[config.mk]
export PLATFORM = sky130hd
export DESIGN_NAME = pipe_hazard_ctrl
export DESIGN_NICKNAME = d
export VERILOG_FILES = /design/src/rtl/pipe_hazard_ctrl_pkg.sv /design/src/rtl/hazard_operand_check.sv /design/src/rtl/pipe_hazard_ctrl.sv
export SDC_FILE = /design/constraint.sdc
export NUM_CORES = 1
export LEC_CHECK = 0
export CORE_ASPECT_RATIO = 0.8
export CORE_MARGIN = 2
export CORE_UTILIZATION = 50
export DETAILED_ROUTE_END_ITERATION = 10
export PLACE_DENSITY = 0.83
export SYNTH_ARGS = -nofsm -noshare
export SYNTH_HDL_FRONTEND = slang
export SYNTH_SLANG_ARGS = --single-unit
[constraint.sdc]
create_clock -name clk -period 3.8 [get_ports clk]
set_input_delay 0.76 -clock clk [delete_from_list [all_inputs] [get_ports clk]]
set_output_delay 0.76 -clock clk [all_outputs]
set_load 0.02 [all_outputs]
[src/rtl/pipe_hazard_ctrl_pkg.sv]
// Shared encodings and scoreboard entry type for the pipeline interlock controller.
// Latency: none, types and constants only.
// Backpressure: not applicable.
package pipe_hazard_ctrl_pkg;

    // Operand source selects driven to the ID/EX forwarding muxes.
    localparam logic [1:0] FWD_RF     = 2'b00;  // register file read port
    localparam logic [1:0] FWD_EXALU  = 2'b01;  // ALU result of the instruction in EX
    localparam logic [1:0] FWD_MEMALU = 2'b10;  // ALU result carried in MEM
    localparam logic [1:0] FWD_MEMDAT = 2'b11;  // load data returning in MEM

    // PC source encodings produced by the ID decoder.
    localparam logic [1:0] PCSRC_SEQ = 2'b00;
    localparam logic [1:0] PCSRC_BR  = 2'b01;
    localparam logic [1:0] PCSRC_J   = 2'b10;
    localparam logic [1:0] PCSRC_ILL = 2'b11;

    // One in-flight register write tracked per downstream stage.
    typedef struct packed {
        logic       wreg;   // instruction writes the register file
        logic       m2reg;  // write data comes from memory (load)
        logic [4:0] wn;     // destination register number
    } sb_entry_t;

    localparam sb_entry_t SB_EMPTY = '0;

    // r0 is hard-wired to zero, so a write to it never creates a dependency.
    function automatic logic sb_match(input sb_entry_t e, input logic [4:0] r);
        return e.wreg && (e.wn == r) && (r != 5'd0);
    endfunction

endpackage

[src/rtl/hazard_operand_check.sv]
// Resolves one source operand against the EX/MEM/WB scoreboard: forward select or stall request.
// Latency: purely combinational, 0 cycles.
// Backpressure: stall_req is the only throttle; the top turns it into a PC hold plus bubble.
module hazard_operand_check
    import pipe_hazard_ctrl_pkg::*;
#(
    parameter bit FORWARD_EN       = 1'b1,
    parameter bit RF_WRITE_THROUGH = 1'b1
) (
    input  logic [4:0] reg_num,
    input  logic       use_reg,
    input  sb_entry_t  ex_entry,
    input  sb_entry_t  mem_entry,
    input  sb_entry_t  wb_entry,
    output logic [1:0] fwd,
    output logic       stall_req
);

    logic ex_hit;
    logic mem_hit;
    logic wb_hit;

    // Only the WB destination matters; its load flag has no effect on the decision.
    logic unused_wb_m2reg;
    assign unused_wb_m2reg = wb_entry.m2reg;

    assign ex_hit  = use_reg && sb_match(ex_entry,  reg_num);
    assign mem_hit = use_reg && sb_match(mem_entry, reg_num);
    assign wb_hit  = use_reg && sb_match(wb_entry,  reg_num);

    // Youngest producer wins: EX shadows MEM, MEM shadows WB.
    always_comb begin
        fwd       = FWD_RF;
        stall_req = 1'b0;
        if (FORWARD_EN) begin
            if (ex_hit) begin
                // Load data is not available until MEM, so a load in EX must wait one cycle.
                if (ex_entry.m2reg) begin
                    stall_req = 1'b1;
                end else begin
                    fwd = FWD_EXALU;
                end
            end else if (mem_hit) begin
                fwd = mem_entry.m2reg ? FWD_MEMDAT : FWD_MEMALU;
            end else if (wb_hit && !RF_WRITE_THROUGH) begin
                // No WB bypass exists; without write-through the read would be stale.
                stall_req = 1'b1;
            end
        end else begin
            stall_req = ex_hit || mem_hit || (wb_hit && !RF_WRITE_THROUGH);
        end
    end

endmodule

[src/rtl/pipe_hazard_ctrl.sv]
// Pipeline interlock controller: scoreboard of in-flight writes, stall/bubble, branch flush, forwarding.
// Latency: control outputs are combinational from ID inputs and scoreboard (0 cycles); illegal/counters registered.
// Backpressure: a stall holds PC and IF/ID (pc_we=0) and injects a bubble into ID/EX until the hazard clears.
module pipe_hazard_ctrl
    import pipe_hazard_ctrl_pkg::*;
#(
    parameter bit FORWARD_EN       = 1'b1,
    parameter bit RF_WRITE_THROUGH = 1'b1,
    parameter int CNT_W            = 16
) (
    input  logic             clk,
    input  logic             rst,
    input  logic             id_valid,
    input  logic [4:0]       id_rs,
    input  logic [4:0]       id_rt,
    input  logic             id_use_rs,
    input  logic             id_use_rt,
    input  logic             id_wreg,
    input  logic             id_m2reg,
    input  logic [4:0]       id_wn,
    input  logic [1:0]       id_pcsource,
    output logic             pc_we,
    output logic             id_bubble,
    output logic             ifid_flush,
    output logic [1:0]       pcsource_q,
    output logic [1:0]       fwda,
    output logic [1:0]       fwdb,
    output logic             illegal,
    output logic [CNT_W-1:0] stall_cnt,
    output logic [CNT_W-1:0] flush_cnt
);

    localparam logic [CNT_W-1:0] CNT_ONE = {{(CNT_W-1){1'b0}}, 1'b1};
    localparam logic [CNT_W-1:0] CNT_MAX = '1;

    // Scoreboard: what each downstream stage will write back.
    sb_entry_t ex_q;
    sb_entry_t mem_q;
    sb_entry_t wb_q;
    sb_entry_t ex_d;

    logic [1:0] fwda_raw;
    logic [1:0] fwdb_raw;
    logic       stall_rs;
    logic       stall_rt;

    logic       stall;
    logic       is_ill;
    logic       is_redirect;
    logic       issue;
    logic       flush;

    hazard_operand_check #(
        .FORWARD_EN       (FORWARD_EN),
        .RF_WRITE_THROUGH (RF_WRITE_THROUGH)
    ) u_chk_rs (
        .reg_num   (id_rs),
        .use_reg   (id_use_rs),
        .ex_entry  (ex_q),
        .mem_entry (mem_q),
        .wb_entry  (wb_q),
        .fwd       (fwda_raw),
        .stall_req (stall_rs)
    );

    hazard_operand_check #(
        .FORWARD_EN       (FORWARD_EN),
        .RF_WRITE_THROUGH (RF_WRITE_THROUGH)
    ) u_chk_rt (
        .reg_num   (id_rt),
        .use_reg   (id_use_rt),
        .ex_entry  (ex_q),
        .mem_entry (mem_q),
        .wb_entry  (wb_q),
        .fwd       (fwdb_raw),
        .stall_req (stall_rt)
    );

    assign is_ill      = (id_pcsource == PCSRC_ILL);
    assign is_redirect = (id_pcsource == PCSRC_BR) || (id_pcsource == PCSRC_J);

    // A stall outranks everything except reset; a held branch is only taken once it issues.
    assign stall = !rst && id_valid && (stall_rs || stall_rt);
    assign issue = !rst && id_valid && !stall && !is_ill;
    assign flush = issue && is_redirect;

    // Only an issuing instruction enters EX; stalls, flushed slots and illegal opcodes become bubbles.
    always_comb begin
        ex_d = SB_EMPTY;
        if (issue) begin
            ex_d.wreg  = id_wreg;
            ex_d.m2reg = id_m2reg;
            ex_d.wn    = id_wn;
        end
    end

    // Pipeline control decode, in priority order: reset, empty slot, stall, illegal, normal issue.
    always_comb begin
        pc_we      = 1'b1;
        id_bubble  = 1'b0;
        ifid_flush = 1'b0;
        pcsource_q = PCSRC_SEQ;
        fwda       = FWD_RF;
        fwdb       = FWD_RF;
        if (rst) begin
            pc_we     = 1'b0;
            id_bubble = 1'b1;
        end else if (!id_valid) begin
            id_bubble = 1'b1;
        end else if (stall) begin
            pc_we     = 1'b0;
            id_bubble = 1'b1;
        end else if (is_ill) begin
            // Fetch keeps going sequentially; the bad instruction is dropped and flagged.
            id_bubble = 1'b1;
        end else begin
            fwda = fwda_raw;
            fwdb = fwdb_raw;
            if (flush) begin
                pcsource_q = id_pcsource;
                ifid_flush = 1'b1;
            end
        end
    end

    // Scoreboard shift: EX <- ID decision, MEM <- EX, WB <- MEM.
    always_ff @(posedge clk) begin
        if (rst) begin
            ex_q  <= SB_EMPTY;
            mem_q <= SB_EMPTY;
            wb_q  <= SB_EMPTY;
        end else begin
            ex_q  <= ex_d;
            mem_q <= ex_q;
            wb_q  <= mem_q;
        end
    end

    // Sticky illegal-opcode flag, cleared only by reset.
    always_ff @(posedge clk) begin
        if (rst) begin
            illegal <= 1'b0;
        end else if (id_valid && is_ill) begin
            illegal <= 1'b1;
        end
    end

    // Saturating stall-cycle counter for performance debug.
    always_ff @(posedge clk) begin
        if (rst) begin
            stall_cnt <= '0;
        end else if (stall && (stall_cnt != CNT_MAX)) begin
            stall_cnt <= stall_cnt + CNT_ONE;
        end
    end

    // Saturating IF/ID flush counter for performance debug.
    always_ff @(posedge clk) begin
        if (rst) begin
            flush_cnt <= '0;
        end else if (flush && (flush_cnt != CNT_MAX)) begin
            flush_cnt <= flush_cnt + CNT_ONE;
        end
    end

endmodule

==> results.json, run 1 <==
{
  "netlist_instances": 291,
  "netlist_area_mm2": 0.00243,
  "vias": 2451,
  "critPathCaptureType": "output pin",
  "wl_mm": 6.14,
  "grt_start_max_net_pins": 45,
  "swShare_pct": 23.4,
  "syn-mean-instance-area_um2": 8.37,
  "initial_core_util_pct": 52.7,
  "synth_nets": 318,
  "wl_per_cell_um": 14.3,
  "period_needed_ps": 3680,
  "synthAdderAreaFrac_pct": 1.54,
  "finalPower_uw": 878,
  "irDropWorstVdd_mv": 0.180,
  "critPathTopFamily": "buffers and inverters",
  "critPathMaxFanout": 27,
  "setup_viol": 0,
  "p_int_uw": 673,
  "min_path_type": "reg -> reg",
  "skew_ps": 4.33,
  "p_leak_nw": 1.12,
  "crit_buf_inv": 3,
  "pin_count": 66,
  "clock_path_buffers": 2,
  "diodes": 0,
  "drive_gt1_share_pct": 11.9,
  "place.gp.congestion": 0.943,
  "timing_hold_violations_final": 0,
  "switching_power_uw": 206,
  "min_period_over_period_pct": 96.9,
  "powerDensity_mw_per_mm2": 265,
  "slowest_delay_ps": 510,
  "synthXorXnorAreaFrac_pct": 7.55,
  "worst-endpoint-required_ps": 3040,
  "comb_power_share_pct": 11.0,
  "synth.distinct_cells": 39,
  "synth_mux_area_share_pct": 2.72,
  "fillCellCount": 362,
  "cts_max_level": 2,
  "grt_antenna_before_repair": 0,
  "ant_nets": 0,
  "worst_pin_slew_ps": 479,
  "die_width_um": 82.0,
  "grt_first_pass_wirelength_mm": 9.94,
  "first_pass_iters": 4,
  "power_frac_seq_pct": 57.4,
  "relSlewSlack_pct": 67.8,
  "grt_pass1_vias": 2124,
  "cts-root-buf": "clkbuf_8",
  "die_h_um": 66.4,
  "grt-ovfl-total": 0,
  "hpwl_mm": 4.55,
  "max-cap-violations": 0,
  "worstSetupStartpointType": "input pin",
  "whs_ps": 499,
  "clkTransAtPathRegs_ps": 80,
  "vias_per_cell": 5.71,
  "clock_latency_ps": 300,
  "finalNonFillerCells": 429,
  "crit_type": "in -> out",
  "synth_top_family_by_area": "simple AND/OR/NAND/NOR gates",
  "clock.fmax_mhz": 272,
  "cts_tree": "yes",
  "fin_nets": 397,
  "synth-compound-area-share_pct": 15.8,
  "outcome": "finished, final reports clean",
  "ys_ff_latch": 47,
  "synth_seq_area_share_pct": 38.6,
  "cts.sinks": 47,
  "numCtsBuffers": 5,
  "crit_chain": "clkdlybuf4s50_1 -> or4_1 -> o21ai_1 -> nor3_2 -> o21a_1 -> buf_4 -> a21oi_1 -> dlygate4sd2_1",
  "core.rowCount": 22,
  "arrival_ps": 2920,
  "dieArea_mm2": 0.00545,
  "portBuffers": 65,
  "finalMaxSlewViolations": 0,
  "crit_slowest_cell": "or4_1",
  "cts_hold_buf": 0,
  "p_clk_share_pct": 31.7,
  "rsz0062_at_grt": "false",
  "placedCellCount": 423,
  "synth_simple_gate_area_share_pct": 29.9,
  "synth_warnings": 0,
  "drc": 0,
  "core_area_mm2": 0.00462,
  "syn_to_final_growth_pct": 36.2,
  "track_usage_pct": 23.6,
  "drtIter0Drc": 119
}
-- sequential cells by signal, indices dropped and copies added (netlist names) --
register   cells
flush_cnt     16
illegal        1
stall_cnt     16
ex_q           7
mem_q          7
-- layout make-up --
cell class | count | area [um^2] | area share, %
multi-input combinational | 222 | 1420 | 42.7
sequential | 47 | 941 | 28.4
timing repair buffer | 86 | 782 | 23.6
tap | 60 | 75.1 | 2.26
clock buffer | 6 | 72.6 | 2.19
inverter | 8 | 30.0 | 0.906
-- cells in the mapped netlist --
| cell type | number | area, um^2 |
|---|---|---|
| o21ai_0 | 13 | 65.1 |
| nand4_1 | 11 | 68.8 |
| buf_2 | 2 | 10.0 |
| nor4_1 | 4 | 25.0 |
| o41ai_1 | 1 | 8.76 |
| o311a_1 | 1 | 10.0 |
| and4_1 | 1 | 8.76 |
| o21a_1 | 1 | 7.51 |
| nand4b_1 | 1 | 8.76 |
| nand3_1 | 16 | 80.1 |
| o2111ai_1 | 1 | 8.76 |
| o31ai_1 | 13 | 97.6 |
| nor3b_1 | 1 | 7.51 |
| a41o_1 | 1 | 10.0 |
| xor2_1 | 5 | 43.8 |
| a21oi_1 | 30 | 150 |
| a311oi_1 | 1 | 8.76 |
| nor3_2 | 1 | 10.0 |
| o21ai_1 | 2 | 10.0 |
| inv_1 | 8 | 30.0 |
| nor3_1 | 6 | 30.0 |
| ha_1 | 3 | 37.5 |
| nand2_1 | 14 | 52.6 |
| nand2b_1 | 2 | 12.5 |
| or4_1 | 17 | 128 |
| nor2_1 | 14 | 52.6 |
| nor2b_1 | 10 | 62.6 |
| or2_2 | 4 | 25.0 |
| o21ai_2 | 1 | 8.76 |
| buf_1 | 1 | 3.75 |
| and3_1 | 9 | 56.3 |
| or3_1 | 12 | 75.1 |
| mux2i_1 | 1 | 10.0 |
| clkbuf_1 | 10 | 37.5 |
| buf_6 | 1 | 11.3 |
| dfxtp_1 | 47 | 941 |
| and2_1 | 4 | 25.0 |
| mux2_2 | 5 | 56.3 |
| xnor2_1 | 16 | 140 |
-- cells by family after synthesis --
kind of cell,Yosys count
AND/OR/NAND/NOR,127
adder cells (fa/ha/maj),3
AO/OA/AOI/OAI,65
multiplexers,6
buffers and inverters,22
flip-flops,47
XOR/XNOR,21
-- cell usage in the layout, fill, tap and decap left out, types with 2 or more instances in the layout --
| cell type | count |
|---|---|
| nor3_1 | 5 |
| or2_2 | 4 |
| a21oi_1 | 30 |
| nor3_2 | 2 |
| o21ai_1 | 3 |
| nor2b_1 | 10 |
| or4_1 | 17 |
| clkbuf_8 | 5 |
| nand2b_1 | 2 |
| nor4_1 | 3 |
| nand2_1 | 14 |
| ha_1 | 3 |
| or3_1 | 12 |
| o31ai_1 | 13 |
| nand3_1 | 16 |
| xor2_1 | 5 |
| clkdlybuf4s50_1 | 56 |
| nand4_1 | 11 |
| dlygate4sd2_1 | 5 |
| nor2_1 | 13 |
| mux2_2 | 5 |
| and2_1 | 4 |
| dfxtp_1 | 47 |
| o21ai_0 | 12 |
| buf_4 | 21 |
| clkbuf_2 | 4 |
| xnor2_1 | 16 |
| and3_1 | 9 |
| inv_1 | 8 |
-- routing by layer --
layer  part of all wire (%)  global-route usage, %  up-vias
met1                     47                   32.9     1138
met2                     47                   36.5       67
li1                       -                      -     1237
met4                    1.3                   7.29        0
met3                    5.1                   4.51        9
met5                      0                      0        -
-- metrics by stage --
| stage | setup WS (ps) | util [%] | setup TNS, ps | area, um^2 |
|---|---|---|---|---|
| 6_report | 118 | 71.7 | 0 | 3320 |
| 5_1_grt | 10.8 | 71.7 | 0 | 3320 |
| 4_1_cts | 48.4 | 71.8 | 0 | 3320 |
| 3_5_place_dp | -216 | 70.4 | -1420 | 3260 |
| 3_3_place_gp | -192 | 70.4 | -1240 | 3260 |
| 2_1_floorplan | 263 | - | 0 | 2430 |
-- path summary, 6_finish.rpt --
kind / startpoint / endpoint / cells after the start / slack (ps)
setup reg to reg: stall_cnt[0] / stall_cnt[1] / 8 / 1600
hold / removal: stall_cnt[9] / stall_cnt[9] / 2 / 500
hold reg to reg: stall_cnt[9] / stall_cnt[9] / 2 / 500
setup / recovery: id_rt[1] / pc_we / 8 / 120
-- worst min-delay path, cell delays in order, from the launching register on --
cell and delay, ps:
dfxtp_1 330, o31ai_1 70, a21oi_1 50
-- what timing repair did --
item | CTS | global route
setup endpoints to repair | 9 | 7
pin swaps | 0 | 0
resized for setup | 10 | 11
setup buffers | 0 | 0
-- power by group through the flow --
stage	Sequential [mW]	Combinational, mW	Clock, mW
floorplan	0.515	0.0413	0
global placement	0.515	0.0964	0
detailed placement	0.515	0.0971	0
CTS	0.504	0.0962	0.285
global route	0.505	0.104	0.304
finish	0.504	0.0962	0.278
Note: power is estimated with default switching activity, not from simulation.
==> run 2, diff against run 1 <==
--- a/config.mk
+++ b/config.mk
@@ -5,11 +5,15 @@
 export SDC_FILE = /design/constraint.sdc
 export NUM_CORES = 1
 export LEC_CHECK = 0
+export CAP_MARGIN = 20
+export CELL_PAD_IN_SITES_DETAIL_PLACEMENT = 0
+export CELL_PAD_IN_SITES_GLOBAL_PLACEMENT = 1
 export CORE_ASPECT_RATIO = 0.8
 export CORE_MARGIN = 2
-export CORE_UTILIZATION = 50
+export CORE_UTILIZATION = 38
 export DETAILED_ROUTE_END_ITERATION = 10
-export PLACE_DENSITY = 0.83
+export PLACE_DENSITY = 0.86
+export RECOVER_POWER = 50
 export SYNTH_ARGS = -nofsm -noshare
 export SYNTH_HDL_FRONTEND = slang
 export SYNTH_SLANG_ARGS = --single-unit
==> run 2 against run 1 <==
  * Cell area is 2.0% higher
  * Highest routed layer unchanged
  * Largest power group unchanged
  * Critical endpoint unchanged
  * Die area grew 30%
  * Via count decreased by 0.61%
  * Critical path depth unchanged
==> results.json, run 2 (synthesized netlist as in run 1, its figures left out) <==
{
  "relSlewSlack_pct": 68.7,
  "cts_setup_buffers": 0,
  "numCtsBuffers": 5,
  "cts.sinks": 47,
  "powerDensity_mw_per_mm2": 291,
  "dieArea_mm2": 0.00707,
  "p_leak_nw": 1.25,
  "skew_ps": 4.84,
  "grt_first_pass_wirelength_mm": 10.7,
  "setup_viol": 0,
  "clock_path_buffers": 2,
  "crit_buf_inv": 3,
  "max-cap-violations": 0,
  "switching_power_uw": 219,
  "hpwl_mm": 4.76,
  "syn_to_final_growth_pct": 38.8,
  "vias": 2436,
  "worstReg2RegStart": "stall_cnt[0]",
  "die_width_um": 93.5,
  "track_usage_pct": 19.1,
  "pin_count": 66,
  "wl_mm": 6.25,
  "irDropWorstVdd_mv": 0.132,
  "ant_nets": 0,
  "min_period_over_period_pct": 97.4,
  "worstSetupStartpointType": "input pin",
  "cts_tree": "yes",
  "timing_hold_violations_final": 0,
  "fin_nets": 397,
  "clock_latency_ps": 300,
  "period_needed_ps": 3700,
  "clock.fmax_mhz": 270,
  "cts-root-buf": "clkbuf_8",
  "clkTransAtPathRegs_ps": 90,
  "top_regs": "flush_cnt x16, stall_cnt x16",
  "portBuffers": 65,
  "worst_pin_slew_ps": 469,
  "swShare_pct": 22.3,
  "grt_start_max_net_pins": 45,
  "critPathCaptureType": "output pin",
  "place.gp.congestion": 0.789,
  "comb_power_share_pct": 9.8,
  "crit_slowest_cell": "or4_1",
  "finalMaxSlewViolations": 0,
  "power_frac_seq_pct": 51.2,
  "first_pass_iters": 4,
  "crit_chain": "clkdlybuf4s50_1 -> or4_1 -> o21ai_2 -> nor3_2 -> o21a_1 -> buf_4 -> a21oi_1 -> dlygate4sd2_1",
  "fin_tns_setup_ps": 0,
  "outcome": "finished, final reports clean",
  "drtIter0Drc": 99,
  "finalNonFillerCells": 455,
  "diodes": 0,
  "grt-ovfl-total": 0,
  "initial_core_util_pct": 38.8,
  "worst-endpoint-required_ps": 3040,
  "min_path_type": "reg -> reg",
  "crit_type": "in -> out",
  "p_int_uw": 763,
  "grt_antenna_before_repair": 0,
  "grt_pass1_vias": 2324,
  "p_clk_share_pct": 39.0,
  "rsz0062_at_grt": "true",
  "drive_gt1_share_pct": 12.9,
  "arrival_ps": 2940,
  "core_area_mm2": 0.00628,
  "layout_common_cells": "47 x dfxtp_1, 34 x dlygate4sd3_1, 30 x a21oi_1",
  "vias_per_cell": 5.35,
  "layout_commonest_cell": "dfxtp_1",
  "core.rowCount": 26,
  "min_from": "ex_q[6]",
  "critPathTopFamily": "buffers and inverters",
  "slowest_delay_ps": 570,
  "critPathMaxFanout": 5,
  "wl_per_cell_um": 13.7,
  "drc": 0,
  "setup.worst_path.start": "id_rt[1]",
  "die_h_um": 75.6,
  "cts_max_level": 2,
  "placedCellCount": 447
}
## run 2: per-layer routing
layer	track usage [%]	vias to the layer above	share of wire (%)	routed length (um)
met5	0	-	0	0
met2	32.0	64	46	2890
met1	25.3	1132	47	2940
met4	5.56	0	1.2	74
li1	-	1233	-	-
met3	4.15	7	5.5	343
## run 2: cell type report
class                   instances  area [um^2]
clock inverters                 2         35.0
fillers                       597         2900
clock buffers                   6         82.6
inverters                       8         30.0
flip-flops and latches         47          941
repair buffers                 86          774
multi-input cells             222         1410
well taps                      84          105
## run 2: worst paths after layout
kind,end,slack [ps],cells past startpoint
worst max register to register,stall_cnt[1],1580,8
worst min-delay path,mem_q[6],490,1
worst min register to register,mem_q[6],490,1
worst max-delay path,pc_we,100,8
## run 2: what timing repair did
action	CTS	global route
endpoints found under the setup margin	9	9
resized for setup	12	15
hold buffers	0	0
## run 2: worst register-to-register path, delay by kind of cell (launching register included)
kind | cells | cell delay [ps]
DFF | 1 | 420
muxes | 1 | 210
and+or+nand+nor | 3 | 580
buffers and inverters | 1 | 260
adders and majority gates | 1 | 210
AOI/OAI and AO/OA | 2 | 430
## run 2: power by group through the flow
stage / clock (mW) / combinational (mW) / sequential [mW]
floorplan: 0 / 0.0413 / 0.515
global placement: 0 / 0.0959 / 0.515
detailed placement: 0 / 0.0979 / 0.515
CTS: 0.392 / 0.0965 / 0.503
global route: 0.408 / 0.105 / 0.504
finish: 0.383 / 0.0959 / 0.503
## run 2: stage by stage
step | total power, mW | util, % | setup slack, ps | instance area (um^2) | hold WS (ps)
2_1_floorplan | 0.556 | - | 263 | 2430 | 460
3_3_place_gp | 0.611 | 52.3 | -237 | 3290 | 481
3_5_place_dp | 0.613 | 52.3 | -284 | 3290 | 487
4_1_cts | 0.992 | 54.1 | 5.29 | 3400 | 495
5_1_grt | 1.02 | 53.8 | -13.1 | 3380 | 518
6_report | 0.982 | 53.8 | 98.8 | 3380 | 492
==> run 3, diff against run 2 <==
--- a/config.mk
+++ b/config.mk
@@ -5,7 +5,6 @@
 export SDC_FILE = /design/constraint.sdc
 export NUM_CORES = 1
 export LEC_CHECK = 0
-export CAP_MARGIN = 20
 export CELL_PAD_IN_SITES_DETAIL_PLACEMENT = 0
 export CELL_PAD_IN_SITES_GLOBAL_PLACEMENT = 1
 export CORE_ASPECT_RATIO = 0.8
==> results of run 3 <==
Final layout, timing and power as in run 2 (identical DEF).
